`src/rtl/keypad_scan_pkg.sv`:
```
// keypad_scan_pkg: shared key codes, frame geometry and the row-priority helper.
//   KEY_0..KEY_F      : key codes {row_idx, col_idx}
//   KEYPAD_FRAME_COLS : columns per full scan frame
//   first_row()       : lowest active-low row in a 4-bit row sample
package keypad_scan_pkg;

   localparam logic [3:0] KEY_0 = 4'h0;
   localparam logic [3:0] KEY_1 = 4'h1;
   localparam logic [3:0] KEY_2 = 4'h2;
   localparam logic [3:0] KEY_3 = 4'h3;
   localparam logic [3:0] KEY_4 = 4'h4;
   localparam logic [3:0] KEY_5 = 4'h5;
   localparam logic [3:0] KEY_6 = 4'h6;
   localparam logic [3:0] KEY_7 = 4'h7;
   localparam logic [3:0] KEY_8 = 4'h8;
   localparam logic [3:0] KEY_9 = 4'h9;
   localparam logic [3:0] KEY_A = 4'hA;
   localparam logic [3:0] KEY_B = 4'hB;
   localparam logic [3:0] KEY_C = 4'hC;
   localparam logic [3:0] KEY_D = 4'hD;
   localparam logic [3:0] KEY_E = 4'hE;
   localparam logic [3:0] KEY_F = 4'hF;

   localparam int KEYPAD_FRAME_COLS = 4;

   typedef logic [3:0] key_code_t;

   typedef struct packed {
      logic       valid;
      logic [1:0] row;
   } row_hit_t;

   // Scans from row 3 down so the lowest active row is the one left standing.
   function automatic row_hit_t first_row(input logic [3:0] rows_n);
      row_hit_t h;
      h = '0;
      for (int r = 3; r >= 0; r--)
         if (!rows_n[r]) begin
            h.valid = 1'b1;
            h.row   = 2'(r);
         end
      return h;
   endfunction

endpackage

```
`src/rtl/keypad_scan_if.sv`:
```
// keypad_scan_if: debounced key interface between the keypad scanner and the note decoder.
//   key         : debounced key code, holds its last value after release
//   pressed     : high while a debounced key is held
//   press_pulse : one-cycle strobe on each accepted press
//   master = producer (keypad_scan), slave = consumer (note decoder)
interface keypad_scan_if;
   import keypad_scan_pkg::*;

   key_code_t key;
   logic      pressed;
   logic      press_pulse;

   modport master(output key, pressed, press_pulse);
   modport slave (input  key, pressed, press_pulse);

endinterface

```
`src/rtl/keypad_debounce.sv`:
```
// keypad_debounce: frame-level press/release confirmation for the keypad scanner.
//   clk, rst_n  : clock, synchronous active-low reset
//   frame_end   : one-cycle strobe at the end of each full scan frame
//   cand_valid  : a key was seen in the frame that is ending
//   cand_code   : highest-priority key code seen in that frame
//   key         : accepted key code, unchanged while pressed
//   pressed     : high while the accepted key is held
//   press_pulse : one-cycle strobe when a press is accepted
module keypad_debounce
   import keypad_scan_pkg::*;
#(
   parameter int DEBOUNCE_FRAMES = 5
) (
   input  logic      clk,
   input  logic      rst_n,
   input  logic      frame_end,
   input  logic      cand_valid,
   input  key_code_t cand_code,
   output key_code_t key,
   output logic      pressed,
   output logic      press_pulse
);

   localparam int CW = $clog2(DEBOUNCE_FRAMES + 1);

   localparam logic [1:0] IDLE            = 2'd0;
   localparam logic [1:0] CONFIRM_PRESS   = 2'd1;
   localparam logic [1:0] HELD            = 2'd2;
   localparam logic [1:0] CONFIRM_RELEASE = 2'd3;

   // cnt already counts the current frame's predecessors, so cnt==LAST means
   // this frame is the DEBOUNCE_FRAMES-th one.
   localparam logic [CW-1:0] LAST = CW'(DEBOUNCE_FRAMES - 1);
   localparam bit SINGLE = (DEBOUNCE_FRAMES == 1);

   logic [1:0]    state, state_nx;
   logic [CW-1:0] cnt, cnt_nx;
   key_code_t     code, code_nx;
   logic          same, accept, drop;

   assign same = cand_valid && cand_code == code;

   always_ff @(posedge clk) begin
      if (!rst_n) begin
         state       <= IDLE;
         cnt         <= '0;
         code        <= '0;
         key         <= '0;
         pressed     <= 1'b0;
         press_pulse <= 1'b0;
      end else begin
         state       <= state_nx;
         cnt         <= cnt_nx;
         code        <= code_nx;
         press_pulse <= accept;
         if (accept) begin
            key     <= code_nx;
            pressed <= 1'b1;
         end else if (drop) begin
            pressed <= 1'b0;
         end
      end
   end

   always_comb begin
      state_nx = state;
      cnt_nx   = cnt;
      code_nx  = code;
      if (frame_end)
         case (state)
            IDLE:
               if (cand_valid) begin
                  code_nx  = cand_code;
                  cnt_nx   = CW'(1);
                  state_nx = SINGLE ? HELD : CONFIRM_PRESS;
               end
            CONFIRM_PRESS:
               if (same) begin
                  cnt_nx = cnt + 1'b1;
                  if (cnt == LAST) state_nx = HELD;
               end else if (cand_valid) begin
                  code_nx = cand_code;
                  cnt_nx  = CW'(1);
               end else begin
                  state_nx = IDLE;
               end
            HELD:
               if (!same) begin
                  cnt_nx   = CW'(1);
                  state_nx = SINGLE ? IDLE : CONFIRM_RELEASE;
               end
            default:
               if (same) begin
                  state_nx = HELD;
               end else begin
                  cnt_nx = cnt + 1'b1;
                  if (cnt == LAST) state_nx = IDLE;
               end
         endcase
   end

   // Re-entering HELD from CONFIRM_RELEASE is not a new press; only entries
   // from the press side count.
   always_comb begin
      accept = state_nx == HELD && (state == IDLE || state == CONFIRM_PRESS);
      drop   = state_nx == IDLE && (state == HELD || state == CONFIRM_RELEASE);
   end

endmodule

```
`src/rtl/keypad_scan.sv`:
```
// keypad_scan: 4x4 matrix keypad scanner with debounced key output.
//   clk, rst_n : clock, synchronous active-low reset
//   row_n      : keypad rows, active low, asynchronous to clk
//   col_n      : column drive, one-hot low, registered
//   kif        : key / pressed / press_pulse producer port
module keypad_scan
   import keypad_scan_pkg::*;
#(
   parameter int SCAN_DIV        = 50000,
   parameter int DEBOUNCE_FRAMES = 5
) (
   input  logic                clk,
   input  logic                rst_n,
   input  logic [3:0]          row_n,
   output logic [3:0]          col_n,
   keypad_scan_if.master       kif
);

   localparam int DW = $clog2(SCAN_DIV);
   localparam logic [1:0] LAST_COL = 2'(KEYPAD_FRAME_COLS - 1);

   logic [DW-1:0] div;
   logic [1:0]    col_idx;
   logic [3:0]    row_meta, row_sync;
   logic          tick, frame_end;
   logic          acc_valid;
   key_code_t     acc_code;
   row_hit_t      hit;
   logic          cand_valid;
   key_code_t     cand_code;

   assign tick      = div == DW'(SCAN_DIV - 1);
   assign frame_end = tick && col_idx == LAST_COL;
   assign hit       = first_row(row_sync);

   // Earlier columns win, so the column sampled on this tick only counts when
   // nothing has been accumulated yet this frame.
   assign cand_valid = acc_valid || hit.valid;
   assign cand_code  = acc_valid ? acc_code : {hit.row, col_idx};

   always_ff @(posedge clk) begin
      if (!rst_n) begin
         div       <= '0;
         col_idx   <= '0;
         col_n     <= 4'b1110;
         row_meta  <= 4'hF;
         row_sync  <= 4'hF;
         acc_valid <= 1'b0;
         acc_code  <= '0;
      end else begin
         row_meta <= row_n;
         row_sync <= row_meta;
         div      <= tick ? '0 : div + 1'b1;
         if (tick) begin
            col_idx   <= col_idx + 2'd1;
            col_n     <= ~(4'b0001 << (col_idx + 2'd1));
            acc_valid <= cand_valid && !frame_end;
            acc_code  <= cand_code;
         end
      end
   end

   keypad_debounce #(.DEBOUNCE_FRAMES(DEBOUNCE_FRAMES)) u_debounce (
      .clk         (clk),
      .rst_n       (rst_n),
      .frame_end   (frame_end),
      .cand_valid  (cand_valid),
      .cand_code   (cand_code),
      .key         (kif.key),
      .pressed     (kif.pressed),
      .press_pulse (kif.press_pulse)
   );

endmodule

```
`src/flat_wrapper.sv`:
```
// flat-port wrapper written by rule: the top's interface ports become plain ports
module keypad_scan_flat import keypad_scan_pkg::*;
#(
   parameter int SCAN_DIV        = 50000,
   parameter int DEBOUNCE_FRAMES = 5
)
  (clk, rst_n, row_n, col_n, kif_key, kif_pressed, kif_press_pulse);
  keypad_scan_if kif_i ();
  input  logic clk;
  input  logic rst_n;
  input  logic [3:0] row_n;
  output logic [3:0] col_n;
  output wire logic [$bits(kif_i.key)-1:0] kif_key;
  output wire logic [$bits(kif_i.pressed)-1:0] kif_pressed;
  output wire logic [$bits(kif_i.press_pulse)-1:0] kif_press_pulse;
  assign kif_key = kif_i.key;
  assign kif_pressed = kif_i.pressed;
  assign kif_press_pulse = kif_i.press_pulse;
  keypad_scan #(.SCAN_DIV(SCAN_DIV), .DEBOUNCE_FRAMES(DEBOUNCE_FRAMES)) u_core (.clk(clk), .rst_n(rst_n), .row_n(row_n), .col_n(col_n), .kif(kif_i));
endmodule
```
`config.mk`:
```
export PLATFORM = sky130hd
export DESIGN_NAME = keypad_scan_flat
export DESIGN_NICKNAME = d
export VERILOG_FILES = /design/src/rtl/keypad_scan_pkg.sv /design/src/rtl/keypad_scan_if.sv /design/src/rtl/keypad_debounce.sv /design/src/rtl/keypad_scan.sv /design/src/flat_wrapper.sv
export SDC_FILE = /design/constraint.sdc
export NUM_CORES = 1
export LEC_CHECK = 0
export CAP_MARGIN = 20
export CELL_PAD_IN_SITES_DETAIL_PLACEMENT = 0
export CELL_PAD_IN_SITES_GLOBAL_PLACEMENT = 2
export CORE_MARGIN = 3
export CORE_UTILIZATION = 34
export CTS_BUF_LIST = sky130_fd_sc_hd__clkbuf_8
export DETAILED_ROUTE_END_ITERATION = 10
export GPL_ROUTABILITY_DRIVEN = 0
export GPL_TIMING_DRIVEN = 0
export PLACE_DENSITY_LB_ADDON = 0.25
export SETUP_SLACK_MARGIN = 0.2
export SLEW_MARGIN = 10
export SYNTH_ARGS = -nofsm -noshare
export SYNTH_HDL_FRONTEND = slang
export SYNTH_SLANG_ARGS = --single-unit
```
`constraint.sdc`:
```
create_clock -name clk -period 2 [get_ports clk]
set_input_delay 0.4 -clock clk [delete_from_list [all_inputs] [get_ports clk]]
set_output_delay 0.4 -clock clk [all_outputs]
set_load 0.005 [all_outputs]
```
Yosys cells after proc, flatten, opt, wreduce, memory -nomap -nowiden
Cells that the tools add are included.
{"block": "classes", "n_bitwise": 2, "muxes": 25, "n_eq_ne": 10, "n_shift": 1, "reduce_logical": 14, "add_sub_neg": 3}
{"cell": "3-bit 2-to-1 mux", "count": 8}
{"cell": "16-bit by 1-bit adder with 16-bit output (second input constant)", "count": 1}
{"cell": "16-bit == test (second input constant)", "count": 1}
{"cell": "2-bit 2-to-1 mux", "count": 8}
{"cell": "4-bit 2-to-1 mux", "count": 4}
{"cell": "3-bit case mux with 3 select lines", "count": 1}
{"cell": "2-bit == test (second input constant)", "count": 4}
{"cell": "4-bit case mux with 2 select lines", "count": 1}
{"cell": "2-bit case mux with 3 select lines", "count": 1}
{"cell": "1-bit logical AND", "count": 5}
{"cell": "4-bit == test", "count": 1}
{"cell": "2-bit zero test", "count": 2}
{"cell": "4-bit NOT", "count": 1}
{"cell": "1-bit by 2-bit left shift with 4-bit output (first input constant)", "count": 1}
{"cell": "3-bit by 1-bit adder with 3-bit output (second input constant)", "count": 1}
{"cell": "3-bit == test (second input constant)", "count": 1}
{"cell": "1-bit logical OR", "count": 3}
{"cell": "3-bit by 1-bit != test with 1-bit output (second input constant)", "count": 1}
{"cell": "3-bit AND reduction", "count": 1}
{"cell": "2-bit by 1-bit adder with 2-bit output (second input constant)", "count": 1}
{"cell": "2-bit by 1-bit == test with 1-bit output (second input constant)", "count": 1}
{"cell": "1-bit 2-to-1 mux", "count": 2}
{"cell": "2-bit != test (second input constant)", "count": 1}
{"cell": "2-bit nonzero test", "count": 1}
{"cell": "other kinds (3)", "count": 3}
{"block": "totals", "regBits": 50, "input_bits": 6, "elab_cells": 68}

Logic depth before layout (Yosys ltp)
Gate-level depths: netlist of run 1.
{"block": "logic_depth", "ltp_word": 14, "mapped_depth": 8, "mapped_depth_nobuf": 7}

Modules after synthesis
Synthesis of run 1 repeated with hierarchy kept, for this count alone.
{"block": "unflattened", "hier_cells": 238, "hier_area_um2": 2267.2}
{"module": "keypad_scan", "instances": 1, "cells_each": 162, "area_each_um2": 1532.7}
{"module": "keypad_debounce", "instances": 1, "cells_each": 76, "area_each_um2": 734.5}

Least setup slack after synthesis of run 1
OpenSTA, ideal clock, no wires.
{"block": "synth_timing", "path_type": "flip-flop to flip-flop", "startpoint": "reg u_core.div[0]", "endpoint": "reg u_core.u_debounce.key[2]", "path_slack_ps": -149, "path_buffers": 1, "path_stages_with_launch": 9, "t_arrival_ps": 2078, "period_less_slack_ps": 2149, "cell_sequence": "dfxtp_1 > ha_1 > nand3_1 > nor4_4 > nand3_2 > or2_0 > buf_2 > or3_1 > a21oi_1"}
{"block": "synth_between", "elab_chain_cells": 5, "word_cells_on_any_way": 6, "classes_between": "2 x eq/ne; 2 x mux; 2 x reduce/logical"}
{"element": "start: declaration", "line": "keypad_scan.sv:22", "source": "logic [DW-1:0] div;"}
{"element": "start signal: assignment", "line": "keypad_scan.sv:53", "source": "div <= tick ? '0 : div + 1'b1;"}
{"element": "16-bit == test (*)", "line": "keypad_scan.sv:32", "source": "assign tick = div == DW'(SCAN_DIV - 1);"}
{"element": "1-bit logical AND (*)", "line": "keypad_scan.sv:33", "source": "assign frame_end = tick && col_idx == LAST_COL;"}
{"element": "2-bit 2-to-1 mux", "line": "keypad_debounce.sv:69", "source": "if (frame_end)"}
{"element": "2-bit == test", "line": "keypad_debounce.sv:105", "source": "accept = state_nx == HELD && (state == IDLE || state == CONFIRM_PRESS);"}
{"element": "1-bit logical AND", "line": "keypad_debounce.sv:105"}
{"element": "end signal: assignment", "line": "keypad_debounce.sv:57", "source": "key <= code_nx;"}
{"element": "end: declaration", "line": "keypad_debounce.sv:19", "source": "output key_code_t key,"}
Every way passes the cells marked *; elsewhere a longest branch is shown, timed or not.
A chain may end at the register's enable or synchronous reset.

Worst setup path in the final report of run 1
{"block": "layout_timing", "startpoint": "reg u_core.div[11]", "endpoint": "reg u_core.u_debounce.key[2]"}
The elaborated chain is that of the path after synthesis.

==> results of run 1 <==
==> sequential cells by signal, summed over array words and instances (netlist names) <==
signal,flops
u_core.row_meta,4
u_core.u_debounce.code,4
u_core.u_debounce.pressed,1
u_core.u_debounce.state,2
u_core.col_n,4
u_core.u_debounce.cnt,3
u_core.u_debounce.press_pulse,1
u_core.u_debounce.key,4
u_core.row_sync,4
u_core.col_idx,2
u_core.acc_valid,1
u_core.acc_code,4
u_core.div,16
==> final cells by class <==
| type | instances | area [sq um] | share of cell area [%] |
|---|---|---|---|
| Multi-Input combinational cell | 191 | 1430 | 47.6 |
| Sequential cell | 50 | 1010 | 33.7 |
| Timing Repair Buffer | 30 | 263 | 8.77 |
| Tap cell | 77 | 96.3 | 3.22 |
| Buffer | 12 | 82.6 | 2.76 |
| Clock buffer | 5 | 68.8 | 2.30 |
| Inverter | 9 | 33.8 | 1.13 |
| Clock inverter | 3 | 17.5 | 0.585 |
==> per-stage QoR <==
step | util [%] | setup TNS, ns | power [W]
after floorplan | - | -0.101 | 0.00109
after global placement | 39.7 | -3.37 | 0.00112
after detailed placement | 39.7 | -2.71 | 0.00112
after CTS | 43.7 | -2.37 | 0.00172
after global routing | 46.6 | -1.42 | 0.00179
final | 46.6 | -0.425 | 0.00172
==> cell usage in the layout (no fill, tap or decap), drive strengths merged, types with 12 or more instances in the layout <==
| master | Yosys | final |
|---|---|---|
| dfxtp | 50 | 50 |
| nor2 | 27 | 27 |
| nand2 | 25 | 25 |
| buf | 3 | 19 |
| clkdlybuf4s50 | 0 | 15 |
| nand3 | 15 | 15 |
| a21oi | 14 | 14 |
| clkbuf | 9 | 13 |
| nor3 | 12 | 12 |
==> layer usage <==
metal  share of wire, %  track usage (%)  vias to the layer above  wire length (um)
met4               0.88             3.77                        0                45
li1                   -                -                      990                 -
met1                 50             19.1                      904              2580
met3                2.5             2.82                        5               128
met5                  0                0                        -                 0
met2                 46             22.6                       23              2360
==> kinds of logic after synthesis <==
| logic type | count (synthesis) | synth area share [%] |
|---|---|---|
| flip-flops | 50 | 44.0 |
| buffers and inverters | 21 | 3.58 |
| adder cells (fa/ha/maj) | 8 | 4.40 |
| multiplexers | 4 | 1.76 |
| AND/OR/NAND/NOR | 118 | 27.2 |
| AO/OA/AOI/OAI | 44 | 12.5 |
| XOR/XNOR | 17 | 6.55 |
==> repair_timing <==
item	4_1_cts	5_1_grt
setup buffers	10	5
resized for setup	27	36
hold buffers	0	0
endpoints found under the setup margin	40	42
pin swaps	12	11
==> power breakdown <==
group          switching, W  internal, W  leakage [nW]
Combinational     0.0000639    0.0000556         0.545
Sequential       0.00000885      0.00101         0.408
Clock              0.000339     0.000243        0.0493
==> path summary, 6_finish.rpt <==
kind | from | to | slack [ns] | cells after the start
max | u_core.div[11] | u_core.u_debounce.key[2] | -0.12 | 7
min | u_core.row_meta[2] | u_core.row_sync[2] | 0.42 | 1
max reg2reg | u_core.div[11] | u_core.u_debounce.key[2] | -0.12 | 7
min reg2reg | u_core.row_meta[2] | u_core.row_sync[2] | 0.42 | 1
==> worst max-delay path, stage by stage, from the launching register on <==
cell,delay (ns)
sky130_fd_sc_hd__dfxtp_2,0.33
sky130_fd_sc_hd__or4_4,0.57
sky130_fd_sc_hd__nor4_4,0.21
sky130_fd_sc_hd__nand3_2,0.13
sky130_fd_sc_hd__or2_0,0.22
sky130_fd_sc_hd__buf_4,0.14
sky130_fd_sc_hd__or3_1,0.33
sky130_fd_sc_hd__a21oi_1,0.12
==> results by stage, run 1 <==
Yosys:
- The unique cell type count in the Yosys netlist is 47.
- By area the synthesized netlist is led by sky130_fd_sc_hd__dfxtp_1, sky130_fd_sc_hd__nor2_1, sky130_fd_sc_hd__ha_1.
- The synthesized design contains 50 register bits.
- The most used flip-flop cell after synthesis is sky130_fd_sc_hd__dfxtp_1.
- After synthesis, the most frequently instantiated cells are sky130_fd_sc_hd__dfxtp_1, sky130_fd_sc_hd__nor2_1, sky130_fd_sc_hd__nand2_1.
- The fraction of the yosys area taken by sequential cells is 44.0%.
- The number of enable flip-flop cells after synthesis is 0.
- The share of synthesized registers carrying an async set or reset is 0%.
- The number of warnings printed during yosys synthesis is 0.
- Synthesis produced 262 cells.
- The summed instance area of the synthesized netlist is 2270 sq um.
- The biggest area contributor in the post-synthesis netlist is sky130_fd_sc_hd__dfxtp_1.
- The average size of a mapped cell is around 8.7 sq um.
- The most common cell in the synthesized netlist is sky130_fd_sc_hd__dfxtp_1.
- When the netlist entered floorplanning its net count stood at ~280.
- After synthesis, the largest area contributor takes up between 40 and 50% of total cell area.

Detailed routing:
- The post-detailed-route count of antenna-violating nets is 0.
- In the final routed layout, each cell accounts on average for roughly 14 um.
- The detailed router placed just under 2000 vias in this run.
- The post-detailed-route via-to-cell ratio is 5.10.
- The count of unresolved DRC violations after routing is 0.
- The pre-antenna-repair detailed-routing pass consisted of 4 iterations.
- Summed over all layers, the routed wires come to around 5100 um.
- In this run, the number of DRC markers left after iteration 0 of detailed routing was 102.

GRT:
- The total overflow left after global routing is 0.
- The number of antenna violations at the first check in global routing was 0.
- The first global-routing pass estimated 8510 um of wire.
- The number of global-route vias before repair is about 1900.
- The global-route usage over all layers is 14.0%.
- Entering global routing, the biggest net connects 16 pins.

Critical path:
- At the worst endpoint, the arrival time is about 2.4 ns.
- The start-to-end type of the worst setup path is flip-flop to flip-flop.
- In this run the worst path has a maximum fanout of 2.
- Data on the critical path is required at its endpoint by 2.24 ns.
- The startpoint type of the worst setup path is a flip-flop.
- The endpoint kind of the worst setup timing path is a flip-flop.

Place:
- Before CTS, the worst setup slack after placement is -0.329 ns.
- The count of port buffers added during placement is 15.
- The number of placed instances, taps included is 354.
- In this run the cell area measured after placement is 2550 sq um.
- The sum of net half-perimeters after detailed placement is between 3000 and 4000 um.

Run status:
- The flow ran to the end, but the final reports show violations.
- The checks that failed: negative setup slack.

Pwr:
- VDD sags by at most between 0.2 and 0.25 mV.
- For this design the ratio of total power to cell area is 573 nW/um^2.
- In this run the static leakage power is 1.00 nW.

Floorplan:
- After floorplanning, the core was divided into 29 placement rows.
- The core region is between 6000 and 7000 sq um.
- From left edge to right edge, the die measures roughly 90 um.
- The die covers slightly below 8000 sq um.
- From bottom edge to top edge, the die measures 87.8 um.
- 16 I/O pins were placed.
- The effective utilization at floorplan is 35.4%.

Layout:
- The final-layout fill cell count is roughly 650.
- After the last flow step, the layout net total stands at 313.
- The summed area of non-filler cells in the final layout is around 3000 sq um.
- The count of cells in the finished layout, fillers not included, comes to 377.
- In the final layout, the share of cells above drive strength 1 is 24.0%.
- 0 antenna diodes ended up in the layout.
- The layout overhead on the synthesized area is 31.7%.

Clocking:
- Buffers inserted during clock tree synthesis total 5.
- At the later pin of the worst-skew pair, clock insertion delay measures 0.30 ns.
- The number of clock sinks is 50.
- CTS built an H-tree with a depth of 2.
- TritonCTS built the clock tree.
- The number of buffers on the longest clock path is 2.
- The root buffer cell chosen for the clock tree is sky130_fd_sc_hd__clkbuf_8.
- The clock transition time at the flip-flop clock pins of the worst setup and hold paths is ~0.09 ns.

STA:
- The worst path in the final design needs a cycle of 2.12 ns, including I/O delays and setup.
- The top achievable clock speed is 471 MHz.
- Setup violations remaining at the end of the flow were counted as 9.
- The final-report max-slew violation count is 0.
- Setup repair after global routing could not meet its margin everywhere.
- Hold timing on the final database bottoms out at a slack of between 0.4 and 0.5 ns.
- The number of endpoints with negative hold slack in the final report is 0.
- The slew at the pin closest to its max-slew limit is 0.545 ns.
- In the post-route analysis, the smallest setup slack over all paths is -0.123 ns.
- The worst pin sits at a relative slew slack of 63.7%.
- Clock skew on the completed layout was measured at 0.00729 ns.
- The fraction of the cycle the final worst path needs is 106%.

Worst hold path:
- The path class of the tightest hold or removal check is flip-flop to flip-flop.

Job:
- Across the run, the number of max-cap violations was 0.
No activity file was read; power rests on OpenSTA's default activity.
==> run 2: changes to the inputs <==
--- a/config.mk
+++ b/config.mk
@@ -9,7 +9,7 @@
 export CELL_PAD_IN_SITES_DETAIL_PLACEMENT = 0
 export CELL_PAD_IN_SITES_GLOBAL_PLACEMENT = 2
 export CORE_MARGIN = 3
-export CORE_UTILIZATION = 34
+export CORE_UTILIZATION = 30
 export CTS_BUF_LIST = sky130_fd_sc_hd__clkbuf_8
 export DETAILED_ROUTE_END_ITERATION = 10
 export GPL_ROUTABILITY_DRIVEN = 0
==> results by stage, run 2 (synthesis gave the netlist of run 1 again) <==
Run status:
- Status: finished with violations (unchanged).
- Violations in the final reports: negative setup slack (unchanged).

Critical path:
- The depth of the worst register-to-register path was 7 (unchanged).
- By instance count, the cell type seen most on the critical path is sky130_fd_sc_hd__and3_4.
- The start-to-end type of the worst setup path is flip-flop to flip-flop (unchanged).
- The beginning of the critical path was u_core.div[11] (unchanged).
- The endpoint kind of the worst setup timing path is a flip-flop (unchanged).
- The setup slack of the most critical reg-to-reg path came to -0.1 ns (was -0.12 ns).
- The startpoint type of the worst setup path is a flip-flop (unchanged).
- The top fanout value on the critical path is 4 (was 2).
- Chain of cells forming the critical path: or4_4 -> nor4_4 -> buf_4 -> and3_4 -> and3_4 -> mux2i_4 -> a22o_1 (was or4_4 -> nor4_4 -> nand3_2 -> or2_0 -> buf_4 -> or3_1 -> a21oi_1).
- The largest incremental delay on the critical path came to 0.55 ns (was 0.57 ns).
- The capture instance of the worst register-to-register path is u_core.u_debounce.cnt[0] (was u_core.u_debounce.key[2]).
- The required time of the critical path came to 2.21 ns (was 2.24 ns).
- The slowest library cell on the worst path is sky130_fd_sc_hd__or4_4 (unchanged).
- The arrival time of the worst setup path was 2.31 ns (was 2.36 ns).
- The launch instance of the worst register-to-register path is u_core.div[11] (unchanged).

STA:
- The final critical-path required period is 2.10 ns (was 2.12 ns).
- The final-report max-slew violation count is 0 (unchanged).
- The top achievable clock speed is 476 MHz (was 471 MHz).
- The max-slew headroom at the worst pin was 62.0% (was 63.7%).
- RSZ-0062 raised after global routing: true (unchanged).
- The number of endpoints with negative hold slack in the final report is 0 (unchanged).
- The total negative slack was -0.471 ns (was -0.425 ns).
- The post-layout worst setup margin is -0.0996 ns (was -0.123 ns).
- The setup violation total in the final timing report came to 9 (unchanged).
- The slew at the pin closest to its max-slew limit is 0.570 ns (was 0.545 ns).
- The clock skew after layout is 0.00650 ns (was 0.00729 ns).
- The fraction of the cycle the final worst path needs is 105% (was 106%).

Pwr:
- The logic gate share of total power came to 6.3% (was 7.0%).
- The clock group share of total power was 39.2% (was 33.9%).
- The power density over the cells was 615 nW/um^2 (was 573 nW/um^2).
- The switching portion of total power is 23.1% (was 24.0%).
- The worst ir drop on vdd came to 0.269 mV (was 0.232 mV).
- The internal cell power is 0.00144 W (was 0.00131 W).
- The switching power is 0.000432 W (was 0.000412 W).
- The leakage component of the power is 0.993 nW (was 1.00 nW).
- The fraction of power consumed by sequential logic was 54.5% (was 59.2%).

Worst hold path:
- The worst min-delay path category was flip-flop to flip-flop (unchanged).
- The number of cells traversed by the worst hold path is 1 (unchanged).
- The worst-case hold path end point is u_core.row_sync[2] (unchanged).
- The startpoint of the lowest-slack hold path is u_core.row_meta[2] (unchanged).

Layout:
- The final net count is 311 (was 313).
- The most common cell after layout, fill and taps aside is sky130_fd_sc_hd__dfxtp_1 (unchanged).
- The layout overhead on the synthesized area is 33.4% (was 31.7%).
- The summed area of non-filler cells in the final layout is 3040 sq um (was 3000 sq um).
- The count of antenna diodes in the layout came to 0 (unchanged).
- The number of flip-flops in the largest register was 16 (unchanged).
- The proportion of layout cells with a drive suffix above 1 was 21.5% (was 24.0%).
- The register with the most flip-flops is u_core.div (unchanged).
- Most frequent cells in the layout: sky130_fd_sc_hd__dfxtp_1, sky130_fd_sc_hd__nor2_1, sky130_fd_sc_hd__nand2_1, sky130_fd_sc_hd__clkdlybuf4s50_1, sky130_fd_sc_hd__a21oi_1 (was sky130_fd_sc_hd__dfxtp_1, sky130_fd_sc_hd__nor2_1, sky130_fd_sc_hd__nand2_1, sky130_fd_sc_hd__buf_4, sky130_fd_sc_hd__clkdlybuf4s50_1).

Clocking:
- The number of levels the H-tree was split into is 2 (unchanged).
- The clock transition time at the flip-flop clock pins of the worst setup and hold paths came to 0.09 ns (about the same).
- The cts-stage hold buffer count is 0 (unchanged).
- The CTS tree is built (unchanged).
- The number of buffers on the longest clock path is 2 (unchanged).
- The later-pin clock latency in the skew report was 0.31 ns (was 0.30 ns).
- The CTS buffer count is 5 (unchanged).
- The number of clock sinks is 50 (unchanged).
- The root buffer selected by CTS was sky130_fd_sc_hd__clkbuf_8 (unchanged).

Floorplan:
- The overall die width is 93.1 um (was 87.8 um).
- The core box area is 7290 sq um (was 6420 sq um).
- The effective utilization at floorplan is 31.2% (was 35.4%).
- The die boundary height is 93.1 um (was 87.8 um).
- The number of rows created at floorplan came to 31 (was 29).
- The area enclosed by the die boundary was 8660 sq um (was 7710 sq um).
- The top-level I/O count was 16 (unchanged).

Detailed routing:
- The count of unresolved DRC violations after routing was 0 (unchanged).
- The post-detailed-route via-to-cell ratio was 4.77 (was 5.10).
- The post-detailed-route count of antenna-violating nets is 0 (unchanged).
- The post-detailed-route wirelength per cell came to 13.3 um (was 13.6 um).
- The routed via count came to 1895 (was 1922).
- The initial DRC count is 50 (was 102).
- The count of TritonRoute iterations in the first routing pass is 5 (was 4).
- The total length of routed wires is 5270 um (was 5110 um).

Place:
- The area of placed instances is 2580 sq um (was 2550 sq um).
- The minimum setup slack after placement is -0.365 ns (was -0.329 ns).
- The sum of net half-perimeters after detailed placement is 3590 um (was 3520 um).
- The count of port buffers added during placement came to 15 (unchanged).

GRT:
- The number of antenna violations at the first check in global routing came to 0 (unchanged).
- The number of global-route vias before repair is 1797 (was 1858).
- The global-route wire length before repair was 8960 um (was 8510 um).
- The maximum number of pins on one net before global-route repair is 17 (was 16).
- The global-route usage over all layers is 13.1% (was 14.0%).
- The final global-route overflow total is 0 (unchanged).

Job:
- The max-capacitance violation count was 0 (unchanged).
==> run 2: cell types whose count changed in the layout (fill, tap and decap cells not counted), sizes merged <==
cell	previous run	this run
clkinv	3	2
bufinv	0	1
buf	19	16
clkbuf	13	14
==> run 2: worst max path at each step <==
| stage | cells past startpoint | to |
|---|---|---|
| 2_1_floorplan | 7 | u_core.u_debounce.key[2] |
| 3_3_place_gp | 8 | u_core.u_debounce.key[2] |
| 3_5_place_dp | 8 | u_core.u_debounce.key[2] |
| 4_1_cts | 7 | u_core.u_debounce.key[2] |
| 5_1_grt | 7 | u_core.u_debounce.pressed |
| 6_report | 7 | u_core.u_debounce.cnt[0] |
==> run 2: metal layers <==
metal  vias up  global-route usage, %  routed length (um)  part of all wire, %
li1        980                      -                   -                    -
met1       883                   18.6                2720                   52
met2        25                   19.4                2320                   44
met3         7                   2.90                 140                  2.7
met4         0                   4.76                  87                  1.7
met5         -                      0                   0                    0
==> run 2: cell type report <==
class                           count  area (sq um)
Fill cell                         757          4260
Buffer                             12          77.6
Clock inverter                      3          43.8
Timing Repair Buffer               28           263
Clock buffer                        5          68.8
Sequential cell                    50          1010
Inverter                            9          33.8
Tap cell                           99           124
Multi-Input combinational cell    191          1420
==> run 2: timing repair <==
item                       CTS  global route
buffers inserted            10             3
setup endpoints to repair   42            42
pin swaps                   22             9
resized for setup           34            25
==> run 2: metrics by stage <==
step | hold slack [ns] | total power (W) | util, % | instances
detailed placement | 0.393 | 0.00112 | 35.3 | 376
global placement | 0.390 | 0.00112 | 35.3 | 376
CTS | 0.417 | 0.00188 | 39.7 | 394
global route | 0.444 | 0.00195 | 41.6 | 397
floorplan | 0.386 | 0.00109 | - | 262
finish | 0.414 | 0.00187 | 41.6 | 397
==> run 2: critical path: cells and delay by family, from the launching register on <==
family / cells / cell delay (ns)
simple gates: 4 / 1.18
compound gates: 1 / 0.22
mux: 1 / 0.08
flops: 1 / 0.33
buf+inv: 1 / 0.18
==> run 2: power groups by stage <==
stage | clock, W | combinational (W) | sequential [W]
after detailed placement | 0 | 0.0000856 | 0.00104
final | 0.000733 | 0.000117 | 0.00102
after CTS | 0.000766 | 0.000101 | 0.00102
after global placement | 0 | 0.0000861 | 0.00104
after floorplan | 0 | 0.0000558 | 0.00104
after global routing | 0.000796 | 0.000128 | 0.00102
==> run 3: changes to the inputs <==
--- a/config.mk
+++ b/config.mk
@@ -11,6 +11,7 @@
 export CORE_MARGIN = 3
 export CORE_UTILIZATION = 30
 export CTS_BUF_LIST = sky130_fd_sc_hd__clkbuf_8
+export CTS_CLUSTER_DIAMETER = 40
 export DETAILED_ROUTE_END_ITERATION = 10
 export GPL_ROUTABILITY_DRIVEN = 0
 export GPL_TIMING_DRIVEN = 0
==> results of run 3 <==
Same layout as run 2: the final DEF is identical, and so are final timing and power.
